==> config.mk <==
export PLATFORM = sky130hd
export DESIGN_NAME = l2_write_buffer
export DESIGN_NICKNAME = d
export VERILOG_FILES = /design/src/rtl/lc3b_types.sv /design/src/rtl/write_buffer_entry.sv /design/src/rtl/l2_write_buffer.sv
export SDC_FILE = /design/constraint.sdc
export NUM_CORES = 1
export LEC_CHECK = 0
export BUFFER_PORTS_ARGS = -buffer_cell sky130_fd_sc_hd__buf_2
export CAP_MARGIN = 20
export CORE_MARGIN = 1.5
export CORE_UTILIZATION = 35
export DETAILED_ROUTE_END_ITERATION = 10
export GPL_ROUTABILITY_DRIVEN = 0
export GPL_TIMING_DRIVEN = 0
export PLACE_DENSITY_LB_ADDON = 0.05
export RECOVER_POWER = 100
export SYNTH_ARGS = -nofsm -noshare
export SYNTH_HDL_FRONTEND = slang
export SYNTH_SLANG_ARGS = --single-unit
==> constraint.sdc <==
create_clock -name clk -period 5 [get_ports clk]
set_input_delay 1 -clock clk [delete_from_list [all_inputs] [get_ports clk]]
set_output_delay 1 -clock clk [all_outputs]
set_load 0.005 [all_outputs]
==> src/rtl/lc3b_types.sv <==
// Shared LC-3b memory-hierarchy types: word and cache-line widths plus the
// state encoding and line-address helpers used by the L2 write buffer.
package lc3b_types;

  typedef logic [15:0]  lc3b_word;
  typedef logic [127:0] lc3b_cache_line;

  // A line is 16 bytes, so the line tag is the upper 12 bits of a byte address.
  localparam int unsigned L2WB_OFFSET_W = 4;
  localparam int unsigned L2WB_TAG_W    = 16 - L2WB_OFFSET_W;

  typedef logic [L2WB_TAG_W-1:0] lc3b_l2wb_tag;

  typedef enum logic [1:0] {
    IDLE     = 2'd0,
    READ_MEM = 2'd1,
    DRAIN    = 2'd2,
    RESP     = 2'd3
  } lc3b_l2wb_state;

  // Rebuild a line-aligned byte address from a line tag.
  function automatic lc3b_word l2wb_line_base(input lc3b_l2wb_tag tag);
    return {tag, {L2WB_OFFSET_W{1'b0}}};
  endfunction

endpackage

==> src/rtl/write_buffer_entry.sv <==
// Single-entry line buffer: holds one evicted line (valid, tag, data) and
// reports a combinational hit against the tag of the current request.
module write_buffer_entry
  import lc3b_types::*;
(
  input  logic         clk,
  input  logic         reset_n,
  input  logic         load,
  input  logic         clear,
  input  logic [11:0]  load_tag,
  input  logic [127:0] load_data,
  input  logic [11:0]  lookup_tag,
  output logic         valid,
  output logic [11:0]  tag,
  output logic [127:0] data,
  output logic         hit
);

  logic           valid_q, valid_d;
  lc3b_l2wb_tag   tag_q, tag_d;
  lc3b_cache_line data_q, data_d;

  // Next entry contents: a load overwrites the line, a clear only drops valid.
  always_comb begin
    valid_d = valid_q;
    tag_d   = tag_q;
    data_d  = data_q;
    if (load) begin
      valid_d = 1'b1;
      tag_d   = load_tag;
      data_d  = load_data;
    end else if (clear) begin
      valid_d = 1'b0;
    end
  end

  // Entry registers; reset discards whatever line was buffered.
  always_ff @(posedge clk or negedge reset_n) begin
    if (!reset_n) begin
      valid_q <= 1'b0;
      tag_q   <= '0;
      data_q  <= '0;
    end else begin
      valid_q <= valid_d;
      tag_q   <= tag_d;
      data_q  <= data_d;
    end
  end

  assign valid = valid_q;
  assign tag   = tag_q;
  assign data  = data_q;
  assign hit   = valid_q && (tag_q == lookup_tag);

endmodule

==> src/rtl/l2_write_buffer.sv <==
// L2-side responder for the victim cache. Evicted lines land in a one-entry
// write buffer so writes complete without waiting on memory; reads hitting the
// buffered line are served locally, misses go to physical memory, and the
// buffer drains to memory whenever the request port is idle.
module l2_write_buffer
  import lc3b_types::*;
(
  input  logic         clk,
  input  logic         reset_n,
  input  logic [15:0]  l2_address,
  input  logic [127:0] l2_wdata,
  input  logic         l2_read,
  input  logic         l2_write,
  output logic [127:0] l2_rdata,
  output logic         l2_mem_resp,
  output logic [15:0]  pmem_address,
  output logic [127:0] pmem_wdata,
  output logic         pmem_read,
  output logic         pmem_write,
  input  logic [127:0] pmem_rdata,
  input  logic         pmem_resp
);

  lc3b_l2wb_state state_q, state_d;
  lc3b_cache_line l2_rdata_q, l2_rdata_d;
  logic           l2_mem_resp_q, l2_mem_resp_d;
  logic           pmem_read_q, pmem_read_d;
  logic           pmem_write_q, pmem_write_d;
  lc3b_word       pmem_address_q, pmem_address_d;
  lc3b_cache_line pmem_wdata_q, pmem_wdata_d;

  lc3b_l2wb_tag   req_tag;
  logic           buf_load;
  logic           buf_clear;
  logic           buf_valid;
  logic           buf_hit;
  lc3b_l2wb_tag   buf_tag;
  lc3b_cache_line buf_data;
  logic           start_drain;

  // The byte offset within a line never matters here: all traffic is whole lines.
  logic unused_offset_bits;
  assign unused_offset_bits = ^l2_address[3:0];

  assign req_tag = l2_address[15:4];

  write_buffer_entry u_entry (
    .clk        (clk),
    .reset_n    (reset_n),
    .load       (buf_load),
    .clear      (buf_clear),
    .load_tag   (req_tag),
    .load_data  (l2_wdata),
    .lookup_tag (req_tag),
    .valid      (buf_valid),
    .tag        (buf_tag),
    .data       (buf_data),
    .hit        (buf_hit)
  );

  // Next-state and next-output logic. Outputs are registered, so every strobe
  // change is decided one cycle ahead here and simply held in the flops.
  always_comb begin
    state_d        = state_q;
    l2_rdata_d     = l2_rdata_q;
    l2_mem_resp_d  = 1'b0;
    pmem_read_d    = pmem_read_q;
    pmem_write_d   = pmem_write_q;
    pmem_address_d = pmem_address_q;
    pmem_wdata_d   = pmem_wdata_q;
    buf_load       = 1'b0;
    buf_clear      = 1'b0;
    start_drain    = 1'b0;

    unique case (state_q)
      IDLE: begin
        if (l2_write) begin
          // Write wins over a simultaneous read; a conflicting line must leave first.
          if (!buf_valid || buf_hit) begin
            buf_load      = 1'b1;
            l2_mem_resp_d = 1'b1;
            state_d       = RESP;
          end else begin
            start_drain = 1'b1;
          end
        end else if (l2_read) begin
          if (buf_hit) begin
            l2_rdata_d    = buf_data;
            l2_mem_resp_d = 1'b1;
            state_d       = RESP;
          end else begin
            pmem_read_d    = 1'b1;
            pmem_address_d = l2wb_line_base(req_tag);
            state_d        = READ_MEM;
          end
        end else if (buf_valid) begin
          start_drain = 1'b1;
        end

        if (start_drain) begin
          pmem_write_d   = 1'b1;
          pmem_address_d = l2wb_line_base(buf_tag);
          pmem_wdata_d   = buf_data;
          state_d        = DRAIN;
        end
      end

      READ_MEM: begin
        if (pmem_resp) begin
          pmem_read_d   = 1'b0;
          l2_rdata_d    = pmem_rdata;
          l2_mem_resp_d = 1'b1;
          state_d       = RESP;
        end
      end

      DRAIN: begin
        // Any request that arrived meanwhile is picked up again from IDLE.
        if (pmem_resp) begin
          pmem_write_d = 1'b0;
          buf_clear    = 1'b1;
          state_d      = IDLE;
        end
      end

      RESP: begin
        // Requester drops its level request during this cycle.
        state_d = IDLE;
      end

      default: begin
        state_d = IDLE;
      end
    endcase
  end

  // FSM state and registered outputs; reset drops memory strobes immediately.
  always_ff @(posedge clk or negedge reset_n) begin
    if (!reset_n) begin
      state_q        <= IDLE;
      l2_rdata_q     <= '0;
      l2_mem_resp_q  <= 1'b0;
      pmem_read_q    <= 1'b0;
      pmem_write_q   <= 1'b0;
      pmem_address_q <= '0;
      pmem_wdata_q   <= '0;
    end else begin
      state_q        <= state_d;
      l2_rdata_q     <= l2_rdata_d;
      l2_mem_resp_q  <= l2_mem_resp_d;
      pmem_read_q    <= pmem_read_d;
      pmem_write_q   <= pmem_write_d;
      pmem_address_q <= pmem_address_d;
      pmem_wdata_q   <= pmem_wdata_d;
    end
  end

  assign l2_rdata     = l2_rdata_q;
  assign l2_mem_resp  = l2_mem_resp_q;
  assign pmem_read    = pmem_read_q;
  assign pmem_write   = pmem_write_q;
  assign pmem_address = pmem_address_q;
  assign pmem_wdata   = pmem_wdata_q;

endmodule

==> out/qor.yml <==
rsz0062_at_grt: "false"
grt_pass1_wl_mm: 82.6
post_cts_buffers: 0
cts_made_buffers: 47
seq_area_frac_synth_pct: 61.4
synth_compound_area_share_pct: 14.0
wl_per_cell_um: 23.4
firstDrtPassIters: 4
drcViolationCount: 0
vdd_drop_max_uv: 288
cp_cell_sequence: "clkbuf_1, xor2_1, nor4_1, a41oi_1, nand3_1, clkbuf_1, buf_4, mux2_1"
cts_buffer_depth: 3
clkSlewWorstSetupHoldPaths_ns: 0.06
io_buffers: 542
cts-resized-gates: 0
synthCells: 1122
synth_area_sq_um: 16900
drive_gt1_share_pct: 29.6
ant_nets: 0
power.internal_w: 0.00919
cp_common_cell: "clkbuf_1"
critical-path-top-delay-family: "buffers and inverters"
vias: 11900
p_seq_share_pct: 44.5
hold_viol: 0
ios: 552
synth-xor-area-share_pct: 0.623
dp_hpwl_mm: 40.9
nNetsFinal: 1998
via_per_inst: 5.01
synthAdderAreaFrac_pct: 0
final_common_cell: "dfrtp_1"
maxSlewViolCount: 50
grt_max_degree: 106
die-area_sq_um: 49500
drt_iter0_drc: 387
postSynthAreaPerCell_sq_um: 15.0
gr-total-overflow: 0
arrival_ns: 4.17
post-route-period-util_pct: 74.8
path_class: "in -> reg"
h-tree-depth: 2
crit_fanout: 10
synth.mux.area_fraction_pct: 19.9
p_per_area_nw_per_um2: 641
status: "finished, violations left"
report.final.setup_viol: 0
cts_root_buf: "clkbuf_16"
dp_cells: 2286
cts_tree: "yes"
synth_top_family_by_area: "multiplexers"
final_util_pct: 44.7
cap_violations: 1
final_cell_mix: "414 x dfrtp_1, 347 x buf_2, 278 x clkbuf_1, 182 x mux2_1, 129 x o21a_1"
cp.required_ns: 5.44
netSwitchingPower_w: 0.00448
fin_skew_ns: 0.0181
slew-limit-headroom_pct: -104
worst_pin_slew_ns: 3.06
cp_slowest_stage_delay_ns: 0.84
yosysWarnings: 0
worstHoldPathType: "reg -> reg"
ys_types: 32
cp_slowest_cell: "nor4_1"
finalCriticalPeriod_ns: 3.74
die_h_um: 223
cts_sinks: 414
die_w_um: 223
p_comb_share_pct: 30.8
grt_use_total_pct: 22.4
clk_latency_ns: 0.57
area_delta_synth_final_pct: 26.3
p_sw_share_pct: 32.8
initial_core_util_pct: 35.4
antenna_found_initial: 22
start_kind: "input port"
synth_simple_gate_area_share_pct: 1.14
grt_pass1_vias: 12800
synth_seq_cells: 414
num_rows: 80
cts_hold_buf: 0
worst-path-buf-inv: 3
clkPwrFrac_pct: 24.6
total_power_w: 0.0137
routed_wl_mm: 55.6
violations: "capacitance limit, slew limit"
coreArea_sq_um: 47600
leakagePower_nw: 9.28
fmax_ghz: 0.268
endpoint_kind: "register"
fin_cells: 2372
==> Yosys cell counts (all sizes together) <==
| cell | count | area, sq um |
|---|---|---|
| mux2 | 268 | 3350 |
| nand2 | 5 | 18.8 |
| a41o | 1 | 10.0 |
| inv | 4 | 15.0 |
| and2 | 1 | 6.26 |
| conb | 1 | 3.75 |
| clkbuf | 36 | 135 |
| and3 | 2 | 12.5 |
| o21a | 129 | 968 |
| o22ai | 1 | 6.26 |
| a41oi | 1 | 8.76 |
| nor2b | 1 | 6.26 |
| a32o | 1 | 10.0 |
| nor2 | 5 | 18.8 |
| o211ai | 1 | 12.5 |
| o22a | 128 | 1120 |
| buf | 48 | 342 |
| nand3 | 15 | 75.1 |
| a21oi | 15 | 75.1 |
| a31oi | 12 | 75.1 |
| nand4 | 2 | 12.5 |
| nor3 | 1 | 5.00 |
| xor2 | 12 | 105 |
| a221oi | 1 | 8.76 |
| o21ai | 14 | 70.1 |
| dfrtp | 414 | 10400 |
| nor4 | 3 | 37.5 |
==> power groups by stage <==
stage	Clock (W)	Sequential, W	Combinational, W
after detailed placement	0	0.00613	0.00490
after global routing	0.00358	0.00633	0.00461
after global placement	0	0.00607	0.00484
after CTS	0.00347	0.00608	0.00492
after floorplan	0	0.00603	0.00263
final	0.00337	0.00608	0.00422
==> through the flow <==
step           cell area [sq um]  hold WS, ns  setup TNS (ns)  worst slack (ns)
3_5_place_dp               20500        0.474               0              1.15
5_1_grt                    21300        0.500               0             0.923
6_report                   21300        0.483               0              1.26
4_1_cts                    22000        0.322               0              1.75
2_1_floorplan              16900        0.464               0              2.26
3_3_place_gp               20400        0.469        -2394.02             -5.84
==> cell families after synthesis <==
family | count (synthesis)
mux | 268
flops | 414
buf+inv | 88
xor+xnor | 12
other cells | 1
compound gates | 304
simple gates | 35
==> path summary, 6_finish.rpt <==
kind	slack [ns]	end	cells after the start	start
max reg2reg	1.40	pmem_wdata[66]	7	u_entry.tag[1]
min	0.48	l2_rdata[112]	1	l2_rdata[112]
max in group asynchronous	1.52	l2_rdata[90]	3	reset_n
min in group asynchronous	1.42	pmem_wdata[120]	1	reset_n
min reg2reg	0.48	l2_rdata[112]	1	l2_rdata[112]
max	1.26	pmem_wdata[66]	8	l2_address[5]
==> flip-flops by register name, indices dropped and copies added (netlist names), 2 cells and up <==
signal and count:
l2_rdata 128, pmem_wdata 128, u_entry.data 128, pmem_address 12, u_entry.tag 12, state_q 2
==> final cells by class <==
class	instances	area, sq um
diodes	7	17.5
plain buffers	84	377
clock buffers	74	1430
clock inverters	4	45.0
fillers	4663	26300
inverters	4	15.0
multi-input cells	623	5720
flip-flops and latches	414	10400
well taps	615	769
repair buffers	547	2580
==> layer usage <==
metal	up-vias	share of wire [%]	track usage, %
li1	5345	-	-
met1	6016	41	27.2
met2	375	48	36.9
met3	104	8.4	8.16
met4	32	2.5	6.85
met5	-	0.34	0
==> worst reg2reg max path, stage by stage, from the launching register on <==
cell and delay, ns:
dfrtp_1 0.40, xor2_1 0.17, nor4_1 0.84, a41oi_1 0.38, nand3_1 0.27, clkbuf_1 0.69
buf_4 0.37, mux2_1 0.35
No activity file was read; power rests on OpenSTA's default activity.
